===== src/rtl/uart_frame_rx.sv =====
// UART byte receiver with sync-delimited 64-bit frame assembly.
// Defining UART_FRAME_CHKSUM_EN adds a trailing XOR checksum byte that each frame must match.
module uart_frame_rx #(
    parameter int unsigned CLK_FREQ     = 100000000,
    parameter int unsigned BAUD         = 115200,
    parameter logic [7:0]  SYNC_BYTE    = 8'hA5,
    parameter int unsigned FRAME_BYTES  = 8,
    parameter int unsigned TIMEOUT_BITS = 20
) (
    input  logic        CLK100MHZ,
    input  logic        reset,
    input  logic        rx_pin_in,
    output logic [7:0]  rx_data,
    output logic        rx_valid,
    output logic [63:0] frame_data,
    output logic        frame_valid,
    output logic        frame_err,
    output logic        busy
);

    localparam int unsigned CLKS_PER_BIT = CLK_FREQ / BAUD;
    localparam int unsigned HALF_BIT     = CLKS_PER_BIT / 2;
    localparam int unsigned TMO_CLKS     = TIMEOUT_BITS * CLKS_PER_BIT;
    localparam int unsigned CNT_W        = $clog2(CLKS_PER_BIT + 1);
    localparam int unsigned TMO_W        = $clog2(TMO_CLKS + 1);

    localparam logic [1:0] S_IDLE  = 2'd0;
    localparam logic [1:0] S_START = 2'd1;
    localparam logic [1:0] S_DATA  = 2'd2;
    localparam logic [1:0] S_STOP  = 2'd3;

    localparam logic [1:0] F_HUNT    = 2'd0;
    localparam logic [1:0] F_COLLECT = 2'd1;
`ifdef UART_FRAME_CHKSUM_EN
    localparam logic [1:0] F_CHECK   = 2'd2;
`endif

    logic             r_sync1, r_sync2, r_sync3;
    logic             w_fall;
    logic [1:0]       r_bit_state;
    logic [CNT_W-1:0] r_bit_cnt;
    logic [2:0]       r_bit_idx;
    logic [7:0]       r_shift;
    logic [7:0]       r_rx_data;
    logic             r_rx_valid;
    logic             r_bit_ferr;

    logic [1:0]       r_fr_state;
    logic [3:0]       r_idx;
    logic [63:0]      r_buf;
    logic [63:0]      w_buf_next;
    logic [TMO_W-1:0] r_tmo;
    logic             w_tmo_hit;
    logic [63:0]      r_frame_data;
    logic             r_frame_valid;
    logic             r_frame_err;
`ifdef UART_FRAME_CHKSUM_EN
    logic [7:0]       r_xor;
`endif

    assign w_fall      = r_sync3 & ~r_sync2;
    assign busy        = (r_bit_state != S_IDLE);
    assign rx_data     = r_rx_data;
    assign rx_valid    = r_rx_valid;
    assign frame_data  = r_frame_data;
    assign frame_valid = r_frame_valid;
    assign frame_err   = r_frame_err;

    always_ff @(posedge CLK100MHZ or posedge reset) begin
        if (reset) begin
            r_sync1     <= 1'b1;
            r_sync2     <= 1'b1;
            r_sync3     <= 1'b1;
            r_bit_state <= S_IDLE;
            r_bit_cnt   <= '0;
            r_bit_idx   <= '0;
            r_shift     <= '0;
            r_rx_data   <= '0;
            r_rx_valid  <= 1'b0;
            r_bit_ferr  <= 1'b0;
        end else begin
            r_sync1    <= rx_pin_in;
            r_sync2    <= r_sync1;
            r_sync3    <= r_sync2;
            r_rx_valid <= 1'b0;
            r_bit_ferr <= 1'b0;
            case (r_bit_state)
                S_IDLE: begin
                    if (w_fall) begin
                        r_bit_state <= S_START;
                        r_bit_cnt   <= CNT_W'(HALF_BIT);
                    end
                end
                S_START: begin
                    if (r_bit_cnt == '0) begin
                        if (r_sync2) begin
                            r_bit_state <= S_IDLE;
                        end else begin
                            r_bit_state <= S_DATA;
                            r_bit_cnt   <= CNT_W'(CLKS_PER_BIT - 1);
                            r_bit_idx   <= '0;
                        end
                    end else begin
                        r_bit_cnt <= r_bit_cnt - 1'b1;
                    end
                end
                S_DATA: begin
                    if (r_bit_cnt == '0) begin
                        r_shift   <= {r_sync2, r_shift[7:1]};
                        r_bit_cnt <= CNT_W'(CLKS_PER_BIT - 1);
                        if (r_bit_idx == 3'd7) r_bit_state <= S_STOP;
                        else                   r_bit_idx   <= r_bit_idx + 1'b1;
                    end else begin
                        r_bit_cnt <= r_bit_cnt - 1'b1;
                    end
                end
                default: begin
                    // Leave at mid-stop so a back-to-back start edge is not missed.
                    if (r_bit_cnt == '0) begin
                        if (r_sync2) begin
                            r_rx_data  <= r_shift;
                            r_rx_valid <= 1'b1;
                        end else begin
                            r_bit_ferr <= 1'b1;
                        end
                        r_bit_state <= S_IDLE;
                    end else begin
                        r_bit_cnt <= r_bit_cnt - 1'b1;
                    end
                end
            endcase
        end
    end

    always_comb begin
        w_buf_next = r_buf;
        for (int unsigned i = 0; i < 8; i++) begin
            if (r_idx == 4'(i)) w_buf_next[8*(7-i) +: 8] = r_rx_data;
        end
    end

    assign w_tmo_hit = (r_tmo == TMO_W'(TMO_CLKS - 1)) && !busy;

    always_ff @(posedge CLK100MHZ or posedge reset) begin
        if (reset) begin
            r_fr_state    <= F_HUNT;
            r_idx         <= '0;
            r_buf         <= '0;
            r_tmo         <= '0;
            r_frame_data  <= '0;
            r_frame_valid <= 1'b0;
            r_frame_err   <= 1'b0;
`ifdef UART_FRAME_CHKSUM_EN
            r_xor         <= '0;
`endif
        end else begin
            r_frame_valid <= 1'b0;
            r_frame_err   <= 1'b0;
            case (r_fr_state)
                F_COLLECT: begin
                    // A received byte outranks a timeout expiring in the same cycle.
                    if (r_bit_ferr) begin
                        r_frame_err <= 1'b1;
                        r_fr_state  <= F_HUNT;
                    end else if (r_rx_valid) begin
                        r_tmo <= '0;
                        r_buf <= w_buf_next;
                        r_idx <= r_idx + 1'b1;
`ifdef UART_FRAME_CHKSUM_EN
                        r_xor <= r_xor ^ r_rx_data;
                        if (r_idx == 4'(FRAME_BYTES - 1)) r_fr_state <= F_CHECK;
`else
                        if (r_idx == 4'(FRAME_BYTES - 1)) begin
                            r_frame_data  <= w_buf_next;
                            r_frame_valid <= 1'b1;
                            r_fr_state    <= F_HUNT;
                        end
`endif
                    end else if (w_tmo_hit) begin
                        r_frame_err <= 1'b1;
                        r_fr_state  <= F_HUNT;
                    end else if (!busy) begin
                        r_tmo <= r_tmo + 1'b1;
                    end
                end
`ifdef UART_FRAME_CHKSUM_EN
                F_CHECK: begin
                    if (r_bit_ferr) begin
                        r_frame_err <= 1'b1;
                        r_fr_state  <= F_HUNT;
                    end else if (r_rx_valid) begin
                        if (r_rx_data == r_xor) begin
                            r_frame_data  <= r_buf;
                            r_frame_valid <= 1'b1;
                        end else begin
                            r_frame_err <= 1'b1;
                        end
                        r_fr_state <= F_HUNT;
                    end else if (w_tmo_hit) begin
                        r_frame_err <= 1'b1;
                        r_fr_state  <= F_HUNT;
                    end else if (!busy) begin
                        r_tmo <= r_tmo + 1'b1;
                    end
                end
`endif
                default: begin
                    r_tmo <= '0;
                    if (r_bit_ferr) begin
                        r_frame_err <= 1'b1;
                    end else if (r_rx_valid && (r_rx_data == SYNC_BYTE)) begin
                        r_fr_state <= F_COLLECT;
                        r_idx      <= '0;
                        r_buf      <= '0;
`ifdef UART_FRAME_CHKSUM_EN
                        r_xor      <= '0;
`endif
                    end
                end
            endcase
        end
    end

endmodule


===== config.mk =====
export PLATFORM = sky130hd
export DESIGN_NAME = uart_frame_rx
export DESIGN_NICKNAME = d
export VERILOG_FILES = /design/src/rtl/uart_frame_rx.sv
export SDC_FILE = /design/constraint.sdc
export NUM_CORES = 1
export LEC_CHECK = 0
export CAP_MARGIN = 20
export CORE_MARGIN = 2
export CORE_UTILIZATION = 57
export DETAILED_ROUTE_END_ITERATION = 8
export PLACE_DENSITY = 0.81
export SETUP_SLACK_MARGIN = 0.05
export SLEW_MARGIN = 20
export SYNTH_ARGS = -nofsm -noshare
export SYNTH_HDL_FRONTEND = slang
export SYNTH_SLANG_ARGS = --single-unit
export TNS_END_PERCENT = 10

===== constraint.sdc =====
create_clock -name CLK100MHZ -period 7.9 [get_ports CLK100MHZ]
set_clock_uncertainty 0.2 [all_clocks]
set_input_delay 1.185 -clock CLK100MHZ [delete_from_list [all_inputs] [get_ports CLK100MHZ]]
set_output_delay 1.185 -clock CLK100MHZ [all_outputs]
set_load 0.005 [all_outputs]

==> out/metrics.csv <==
metric,value,unit
outcome,completed,
cpPeakStageDelay,0.55,ns
crit_path_start_kind,flop,
yosys_warnings,0,
num_antenna_cells,0,
areaGrowthSynthToFinish,15.9,%
dpl.hpwl,11900,um
slew_viol_final,0,
final_cell_mix,"dfrtp_1, nand2_1, clkdlybuf4s50_1",
antenna_found_initial,0,
nets,829,
r2r_start,rx_valid$_DFF_PP0_,
tightest_slew,0.912,ns
num_vias,6305,
synth_cell_types,74,
post_cts_buffers,0,
arrival,2.01,ns
synth_ff_type,dfrtp_1,
worstSetupPathType,reg -> out,
vdd_drop_max,154,uV
wire_per_inst,18.8,um
drt.antenna.violating_nets,0,
post_cts_resized,0,
final_area,0.00969,sq mm
clkLatencyLatePin,0.43,ns
gp_congestion,0.864,
min_period_over_period,43.0,%
via_per_inst,6.24,
port_buffers,78,
grt_use_total,25.0,%
first_pass_iters,5,
setup_viol,0,
die_w,125,um
syn_nets,782,
fin_setup_tns,0,ns
netlist_area,0.00836,sq mm
cp_slowest_cell,clkdlybuf4s50_1,
drc,0,
avgSynthCellArea,10.9,sq um
clock_sinks,178,
synth_enable_flop_cells,0,
cts_tree,yes,
cp_num_buf_inv,3,
grt_pass1_vias,6199,
drtIter0Drc,455,
postSynthRegisterBits,178,
cp_data_required_time,6.51,ns
rows,44,
endpoint_kind,output port,
core-area,0.0144,sq mm
synthCells,766,
crit_fanout,9,
cts_htree_levels,4,
power,2130,uW
crit_family,buffers and inverters,
period_minus_slack,3.40,ns
drive_gt1_share,8.60,%
relSlewSlack,38.6,%
ctsLongestPathBuffers,2,
final_common_cell,dfrtp_1,
power_per_cell_area,219,mW/mm^2
synthArstFlopShare,100,%
hold_class,reg -> reg,
cts_made_buffers,17,
grt_max_degree,112,
min-delay-start,r_sync1$_DFF_PP1_,
die_area,0.0157,sq mm
cp_cell_sequence,inv_1 -> ha_1 -> inv_1 -> clkdlybuf4s50_1,
cts_hold_buffers,0,
io_pins,79,
start_util,58.0,%
maxCapViolCount,0,
rsz0062_at_grt,false,
ys_seq_area_share,53.3,%
startpoint,r_bit_state[0]$_DFFE_PP0P_,
cp_common_cell,inv_1,
fp.dieH,125,um
root_buffer,clkbuf_16,
drt_wl_total,19000,um
max_freq,0.294,GHz
placed_cell_area,0.00909,sq mm
grt_pass1_wl,31800,um
leakage,0.00444,uW
clk_pin_slew,0.06,ns
hold_viol,0,
grt.overflow.total,0,
through the flow:
stage	utilization, %	cells	hold slack [ns]	worst slack, ns
2_1_floorplan	-	766	0.145	1.69
3_3_place_gp	63.0	977	0.147	4.42
3_5_place_dp	63.0	977	0.148	4.35
4_1_cts	67.0	1009	0.157	4.51
5_1_grt	67.2	1010	0.165	4.40
6_report	67.2	1010	0.157	4.50
registers in the layout (all words and copies together), names as in the netlist, 3 cells and up:
| register | count |
|---|---|
| r_idx | 4 |
| r_shift | 8 |
| r_bit_cnt | 10 |
| rx_data | 8 |
| frame_data | 64 |
| r_tmo | 15 |
| r_bit_idx | 3 |
| r_buf | 56 |
layout make-up:
cell class	instances	area, sq um
inverter	23	91.3
clock inverter	7	100
multi-input combinational	511	3500
fill	1048	4730
sequential	178	4460
timing repair buffer	82	831
tap	184	230
clock buffer	25	475
metal layers:
metal  track usage [%]  share of wire (%)  vias up
li1                  -                  -     2894
met1              33.2                 43     3166
met2              41.4                 50      217
met3              4.49                5.0       28
met4              9.35                1.6        0
met5                 0                  0        -
Yosys cell counts, types with 12 or more instances:
cell      count  share of area (%)
a22o_1       46                4.8
a31oi_1      16                1.2
clkbuf_1     28                1.3
dfrtp_1     175                 52
ha_1         13                1.9
inv_1        22               0.99
mux2_2       17                2.3
mux2i_1      50                6.0
nand2_1     107                4.8
nand4_1      12               0.90
nor2_1       32                1.4
o21ai_0      65                3.9
final timing paths:
path                                              end  depth (start not counted)  slack, ns
max                                              busy                          4       4.50
min                                 r_sync2$_DFF_PP1_                          0       0.16
max reg2reg                frame_data[31]$_DFFE_PP0P_                          6       4.88
min reg2reg                         r_sync2$_DFF_PP1_                          0       0.16
max in group asynchronous   r_fr_state[0]$_DFFE_PP0P_                          4       5.00
min in group asynchronous       r_buf[33]$_DFFE_PP0P_                          2       0.91
report_power, final:
group          leakage [uW]  internal [uW]  total [uW]  switching (uW)
combinational       0.00172            119         314             195
clock              0.000268            484         825             341
sequential          0.00246            940         987            46.0
total               0.00444           1540        2130             582
kinds of logic (layout without fill, tap and decap cells):
group	Yosys count	count (layout)	share of synthesized area (%)
DFF	178	178	53.3
adders and majority gates	13	13	1.95
and+or+nand+nor	227	227	14.3
buffers and inverters	77	137	4.77
muxes	67	67	8.27
AOI/OAI and AO/OA	204	204	17.4
Power figures use the tool's default switching activity.
